`src/rtl/pattern_tx_pkg.sv`:
```
`default_nettype none
// ============================================================================
// Module      : pattern_tx_pkg
// Description : Shared constants for the serial pattern transmitter. It holds
//               the state encodings, the default frame geometry that is shared
//               with the detector benches, and the counter-width helper.
// Revision    : 1.0 - initial release
// ============================================================================
package pattern_tx_pkg;

    // 3-bit state encodings
    localparam logic [2:0] c_ST_IDLE = 3'd0;
    localparam logic [2:0] c_ST_PRE0 = 3'd1;
    localparam logic [2:0] c_ST_PRE1 = 3'd2;
    localparam logic [2:0] c_ST_DATA = 3'd3;
    localparam logic [2:0] c_ST_STOP = 3'd4;

    // Default frame geometry, shared with the detector benches
    localparam int c_WIDTH_DEFAULT = 8;
    localparam int c_GAP_DEFAULT   = 2;

    // Bit/stop counter width: clog2 of the larger of WIDTH and GAP, at least 1 bit
    function automatic int cnt_width(input int width, input int gap);
        int m;
        int w;
        m = (width > gap) ? width : gap;
        w = $clog2(m);
        return (w < 1) ? 1 : w;
    endfunction

endpackage
`default_nettype wire

```
`src/rtl/pattern_tx_piso_shift.sv`:
```
`default_nettype none
// ============================================================================
// Module      : piso_shift
// Description : WIDTH-bit parallel-in serial-out shift register. It shifts
//               left with zero fill and exposes the current MSB and the MSB
//               that will appear after the next shift.
// Revision    : 1.0 - initial release
// ============================================================================
module piso_shift #(
    parameter int WIDTH = 8
) (
    input  logic             clk,
    input  logic             rst,
    input  logic             i_load,
    input  logic             i_shift,
    input  logic [WIDTH-1:0] i_din,
    output logic             o_msb,
    output logic             o_next_msb
);

    logic [WIDTH-1:0] r_sr;
    logic [WIDTH-1:0] w_shifted;

    // The shifted value computed once; its MSB feeds the registered serial output
    assign w_shifted  = r_sr << 1;
    assign o_msb      = r_sr[WIDTH-1];
    assign o_next_msb = w_shifted[WIDTH-1];

    // Load has priority over shift; both are idle outside a frame
    always_ff @(posedge clk) begin
        if (rst) begin
            r_sr <= '0;
        end else if (i_load) begin
            r_sr <= i_din;
        end else if (i_shift) begin
            r_sr <= w_shifted;
        end
    end

endmodule
`default_nettype wire

```
`src/rtl/pattern_tx.sv`:
```
`default_nettype none
// ============================================================================
// Module      : pattern_tx
// Description : Serial frame transmitter. A word accepted on load&&ready is
//               sent as preamble 0,1, then the data MSB first, then GAP
//               idle-high stop bits. All outputs are registered.
// Revision    : 1.0 - initial release
// ============================================================================
module pattern_tx
    import pattern_tx_pkg::*;
#(
    parameter int WIDTH = c_WIDTH_DEFAULT,
    parameter int GAP   = c_GAP_DEFAULT
) (
    input  logic             clk,
    input  logic             rst,
    input  logic [WIDTH-1:0] din,
    input  logic             load,
    output logic             ready,
    output logic             x,
    output logic             busy,
    output logic             done
);

    localparam int CNT_W = cnt_width(WIDTH, GAP);
    localparam logic [CNT_W-1:0] c_CNT_DATA = CNT_W'(WIDTH - 1);
    localparam logic [CNT_W-1:0] c_CNT_STOP = CNT_W'(GAP - 1);

    logic [2:0]       r_state;
    logic [2:0]       w_state_nxt;
    logic [CNT_W-1:0] r_cnt;
    logic [CNT_W-1:0] w_cnt_nxt;
    logic             r_x;
    logic             r_ready;
    logic             r_busy;
    logic             r_done;
    logic             w_x_nxt;
    logic             w_ready_nxt;
    logic             w_busy_nxt;
    logic             w_done_nxt;
    logic             w_sr_load;
    logic             w_sr_shift;
    logic             w_sr_msb;
    logic             w_sr_next_msb;

    piso_shift #(
        .WIDTH (WIDTH)
    ) u_piso_shift (
        .clk        (clk),
        .rst        (rst),
        .i_load     (w_sr_load),
        .i_shift    (w_sr_shift),
        .i_din      (din),
        .o_msb      (w_sr_msb),
        .o_next_msb (w_sr_next_msb)
    );

    assign x     = r_x;
    assign ready = r_ready;
    assign busy  = r_busy;
    assign done  = r_done;

    // State, counter and output registers; outputs are decoded from the next state
    always_ff @(posedge clk) begin
        if (rst) begin
            r_state <= c_ST_IDLE;
            r_cnt   <= '0;
            r_x     <= 1'b1;
            r_ready <= 1'b1;
            r_busy  <= 1'b0;
            r_done  <= 1'b0;
        end else begin
            r_state <= w_state_nxt;
            r_cnt   <= w_cnt_nxt;
            r_x     <= w_x_nxt;
            r_ready <= w_ready_nxt;
            r_busy  <= w_busy_nxt;
            r_done  <= w_done_nxt;
        end
    end

    // Next-state, counter and shift control, plus the next values of the outputs
    always_comb begin
        w_state_nxt = r_state;
        w_cnt_nxt   = r_cnt;
        w_sr_load   = 1'b0;
        w_sr_shift  = 1'b0;
        w_x_nxt     = 1'b1;

        case (r_state)
            c_ST_IDLE: begin
                if (load && r_ready) begin
                    w_sr_load   = 1'b1;
                    w_state_nxt = c_ST_PRE0;
                end
            end
            c_ST_PRE0: begin
                w_state_nxt = c_ST_PRE1;
            end
            c_ST_PRE1: begin
                w_cnt_nxt   = c_CNT_DATA;
                w_state_nxt = c_ST_DATA;
            end
            c_ST_DATA: begin
                w_sr_shift = 1'b1;
                if (r_cnt == '0) begin
                    w_cnt_nxt   = c_CNT_STOP;
                    w_state_nxt = c_ST_STOP;
                end else begin
                    w_cnt_nxt = r_cnt - 1'b1;
                end
            end
            c_ST_STOP: begin
                if (r_cnt == '0) begin
                    w_state_nxt = c_ST_IDLE;
                end else begin
                    w_cnt_nxt = r_cnt - 1'b1;
                end
            end
            default: begin
                w_state_nxt = c_ST_IDLE;
                w_cnt_nxt   = '0;
            end
        endcase

        // The first data bit is the unshifted MSB; later bits are the post-shift MSB
        case (w_state_nxt)
            c_ST_PRE0: w_x_nxt = 1'b0;
            c_ST_DATA: w_x_nxt = (r_state == c_ST_PRE1) ? w_sr_msb : w_sr_next_msb;
            default:   w_x_nxt = 1'b1;
        endcase

        w_ready_nxt = (w_state_nxt == c_ST_IDLE);
        w_busy_nxt  = (w_state_nxt != c_ST_IDLE);
        w_done_nxt  = (w_state_nxt == c_ST_STOP) && (w_cnt_nxt == '0);
    end

endmodule
`default_nettype wire

```
`config.mk`:
```
export PLATFORM = sky130hd
export DESIGN_NAME = pattern_tx
export DESIGN_NICKNAME = d
export VERILOG_FILES = /design/src/rtl/pattern_tx_pkg.sv /design/src/rtl/pattern_tx_piso_shift.sv /design/src/rtl/pattern_tx.sv
export SDC_FILE = /design/constraint.sdc
export NUM_CORES = 1
export LEC_CHECK = 0
export ABC_AREA = 1
export BUFFER_PORTS_ARGS = -buffer_cell sky130_fd_sc_hd__buf_2
export CORE_MARGIN = 2
export CORE_UTILIZATION = 53
export DETAILED_ROUTE_END_ITERATION = 8
export GPL_TIMING_DRIVEN = 0
export PLACE_DENSITY = 0.81
export SLEW_MARGIN = 20
export SYNTH_ARGS = -nofsm -noshare
export SYNTH_HDL_FRONTEND = slang
export SYNTH_HIERARCHICAL = 1
export SYNTH_SLANG_ARGS = --single-unit
```
`constraint.sdc`:
```
create_clock -name clk -period 1.8 [get_ports clk]
set_input_delay 0.45 -clock clk [delete_from_list [all_inputs] [get_ports clk]]
set_output_delay 0.45 -clock clk [all_outputs]
set_load 0.03 [all_outputs]
```
==> qor.csv <==
stage,metric,value,unit
floorplanning,core,0.00169,mm^2
critical_path,cp_top_family,adder cells,
layout,antennaDiodeCount,0,
clock_network,cts_sinks,18,
critical_path,cp.arrival,1870,ps
placed_design,portBuffers,14,
floorplanning,row_count,15,
route,vias_per_cell,4.88,
clock_network,post_cts_resized,0,
critical_path,path_cells,inv_1 > ha_1 > ha_1 > inv_1 > ha_1 > nand2_1 > nand2_1 > nor2_2 > nand2_1 > nor2_1,
placed_design,dpl.hpwl,1330,um
job,drv_cap,0,
layout,drive_above_1_share,20.1,%
logic_synthesis,netlist_instances,137,
timing,fmax,0.612,GHz
timing,rsz0062_at_grt,no,
critical_path,critical_path.endpoint,done$_SDFF_PP0_,
critical_path,worstPathRequired,2030,ps
timing,worst_slew_pin_slew,273,ps
route,wire_per_inst,9.92,um
critical_path,startpoint,r_cnt[0]$_SDFF_PP0_,
global_routing,grt_overflow,0,
clock_network,clk_pin_slew_worst_paths,90,ps
route,drc,0,
clock_network,cts_buffers,3,
route,met1_length,747,um
timing,timing_hold_violations_final,0,
critical_path,reg2regPathDepth,10,
route,route.vias.total,834,
critical_path,crit_path_max_fanout,6,
power,worst_ir_drop_vdd,892,uV
logic_synthesis,synth_area_per_cell,6.79,um^2
hold_path,hold_path.class,in2reg,
timing,layout_setup_ws,165,ps
route,wl_met2,873,um
power,p_leak,0.561,nW
clock_network,cts_root_buf,clkbuf_4,
placed_design,place.gp.congestion,0.771,
timing,slew_viol_final,0,
critical_path,critPathKind,reg2reg,
critical_path,cpMaxStageDelayCell,dfxtp_1,
floorplanning,ios,15,
route,wl_met3,52,um
layout,mostFrequentLayoutCell,nand2_1,
status,status,completed,
timing,tns,0,ps
route,top_layer_used,met4,
route,drt_iter0_drc,11,
logic_synthesis,yosys_warnings,6,
global_routing,grt_max_degree,12,
layout,filler_cell_count,165,
critical_path,worstReg2RegStart,r_cnt[0]$_SDFF_PP0_,
logic_synthesis,syn-num-nets,152,
critical_path,setup.worst_path.start_class,flip-flop,
logic_synthesis,synth_area,931,um^2
clock_network,cts_tree,yes,
floorplanning,die_w,45.9,um
clock_network,insertion_delay,290,ps
logic_synthesis,ys_ff_latch,18,
clock_network,cts_max_path_buffers,2,
floorplanning,start_util,55.1,%
critical_path,rrSetupSlack,160,ps
floorplanning,die_area,0.00211,mm^2
layout,layout_common_cells,"nand2_1 (47), inv_1 (19), dfxtp_1 (18)",
logic_synthesis,ys_types,18,
critical_path,critPathBufInv,2,
critical_path,cp-end-kind,flip-flop,
clock_network,cts-htree-levels,1,
clock_network,hold_buffers,0,
hold_path,hp-start,din[0],
placed_design,preCtsSetupSlack,190,ps
timing,finClkSkew,1.48,ps
critical_path,crit_cells,10,
layout,nets,171,
route,ant_nets,0,
logic_synthesis,seq_area_frac_synth,38.7,%
floorplanning,die_y,45.9,um
critical_path,slowest_delay,370,ps
layout,area_delta_synth_final,12.2,%
timing,setup_viol,0,
critical_path,rr_endpoint,done$_SDFF_PP0_,
global_routing,grt_pass1_vias,721,
timing,min_period,1640,ps
route,routed_wl,1700,um
power,power_density,1280,mW/mm^2
timing,slew_headroom,81.7,%
route,drt_pass1_iterations,4,
timing,period_share,90.8,%
global_routing,grt_use_total,19.2,%
global_routing,grt_pass1_wl,2820,um
global_routing,antenna_found_initial,0,
clock_network,postCtsSetupRepairBufs,0,
-- logic make-up after synthesis --
| group | count (synthesis) | share of synthesized area (%) |
|---|---|---|
| AND/OR/NAND/NOR | 79 | 37.5 |
| buffers and inverters | 24 | 10.9 |
| AO/OA/AOI/OAI | 12 | 7.53 |
| adder cells (fa/ha/maj) | 4 | 5.38 |
| flip-flops | 18 | 38.7 |
-- power breakdown --
| part | switching [W] | total (W) | internal [W] |
|---|---|---|---|
| sequential | 0.0000557 | 0.000548 | 0.000492 |
| clock | 0.000114 | 0.000192 | 0.0000778 |
| combinational | 0.000381 | 0.000595 | 0.000214 |
-- worst min-delay path by stage --
stage	endpoint	cells after the start	slack (ps)
floorplan	u_piso_shift/r_sr[0]$_SDFFE_PP0P_	2	430
global placement	u_piso_shift/r_sr[0]$_SDFFE_PP0P_	2	460
detailed placement	u_piso_shift/r_sr[0]$_SDFFE_PP0P_	2	450
CTS	u_piso_shift/r_sr[0]$_SDFFE_PP0P_	3	390
global route	u_piso_shift/r_sr[0]$_SDFFE_PP0P_	3	400
finish	u_piso_shift/r_sr[0]$_SDFFE_PP0P_	3	400
-- cell usage after synthesis, drive strengths merged --
master,n,share of area (%)
nand2,50,21
inv,22,8.9
dfxtp,18,39
nor2,16,9.5
nand3,13,7.0
o21ai,6,3.6
a21oi,5,2.7
ha,4,5.4
buf,2,2.0
a21boi,1,1.2
-- cell type report --
type	count	area (um^2)	area share [%]
Multi-Input combinational cell	95	469	44.9
Tap cell	17	21.3	2.04
Sequential cell	18	360	34.5
Buffer	2	18.8	1.80
Timing Repair Buffer	14	70.1	6.71
Clock buffer	3	22.5	2.16
Inverter	22	82.6	7.90
-- stage by stage --
step	area, um^2	cells	hold WS [ps]	utilization (%)	power (W)
floorplan	931	137	433	-	0.00102
global placement	1020	168	458	60.5	0.00113
detailed placement	1020	168	455	60.5	0.00115
CTS	1040	171	390	61.9	0.00135
global route	1040	171	397	61.9	0.00145
finish	1040	171	400	61.9	0.00133
-- tightest hold or removal path, stage by stage --
cell and delay [ps]:
buf_2 90, nand2_1 50, a21oi_1 50
-- routing by layer --
metal | GRT usage (%) | vias to the layer above
met5 | 0 | -
met4 | 13.7 | 0
met3 | 2.38 | 2
met2 | 32.8 | 15
met1 | 21.7 | 366
li1 | - | 451
-- sequential cells by signal, indices dropped and copies added, names as in the netlist --
signal	cells
r_state	3
u_piso_shift/r_sr	8
busy	1
done	1
ready	1
r_cnt	3
x	1
No activity file was read; power rests on OpenSTA's default activity.
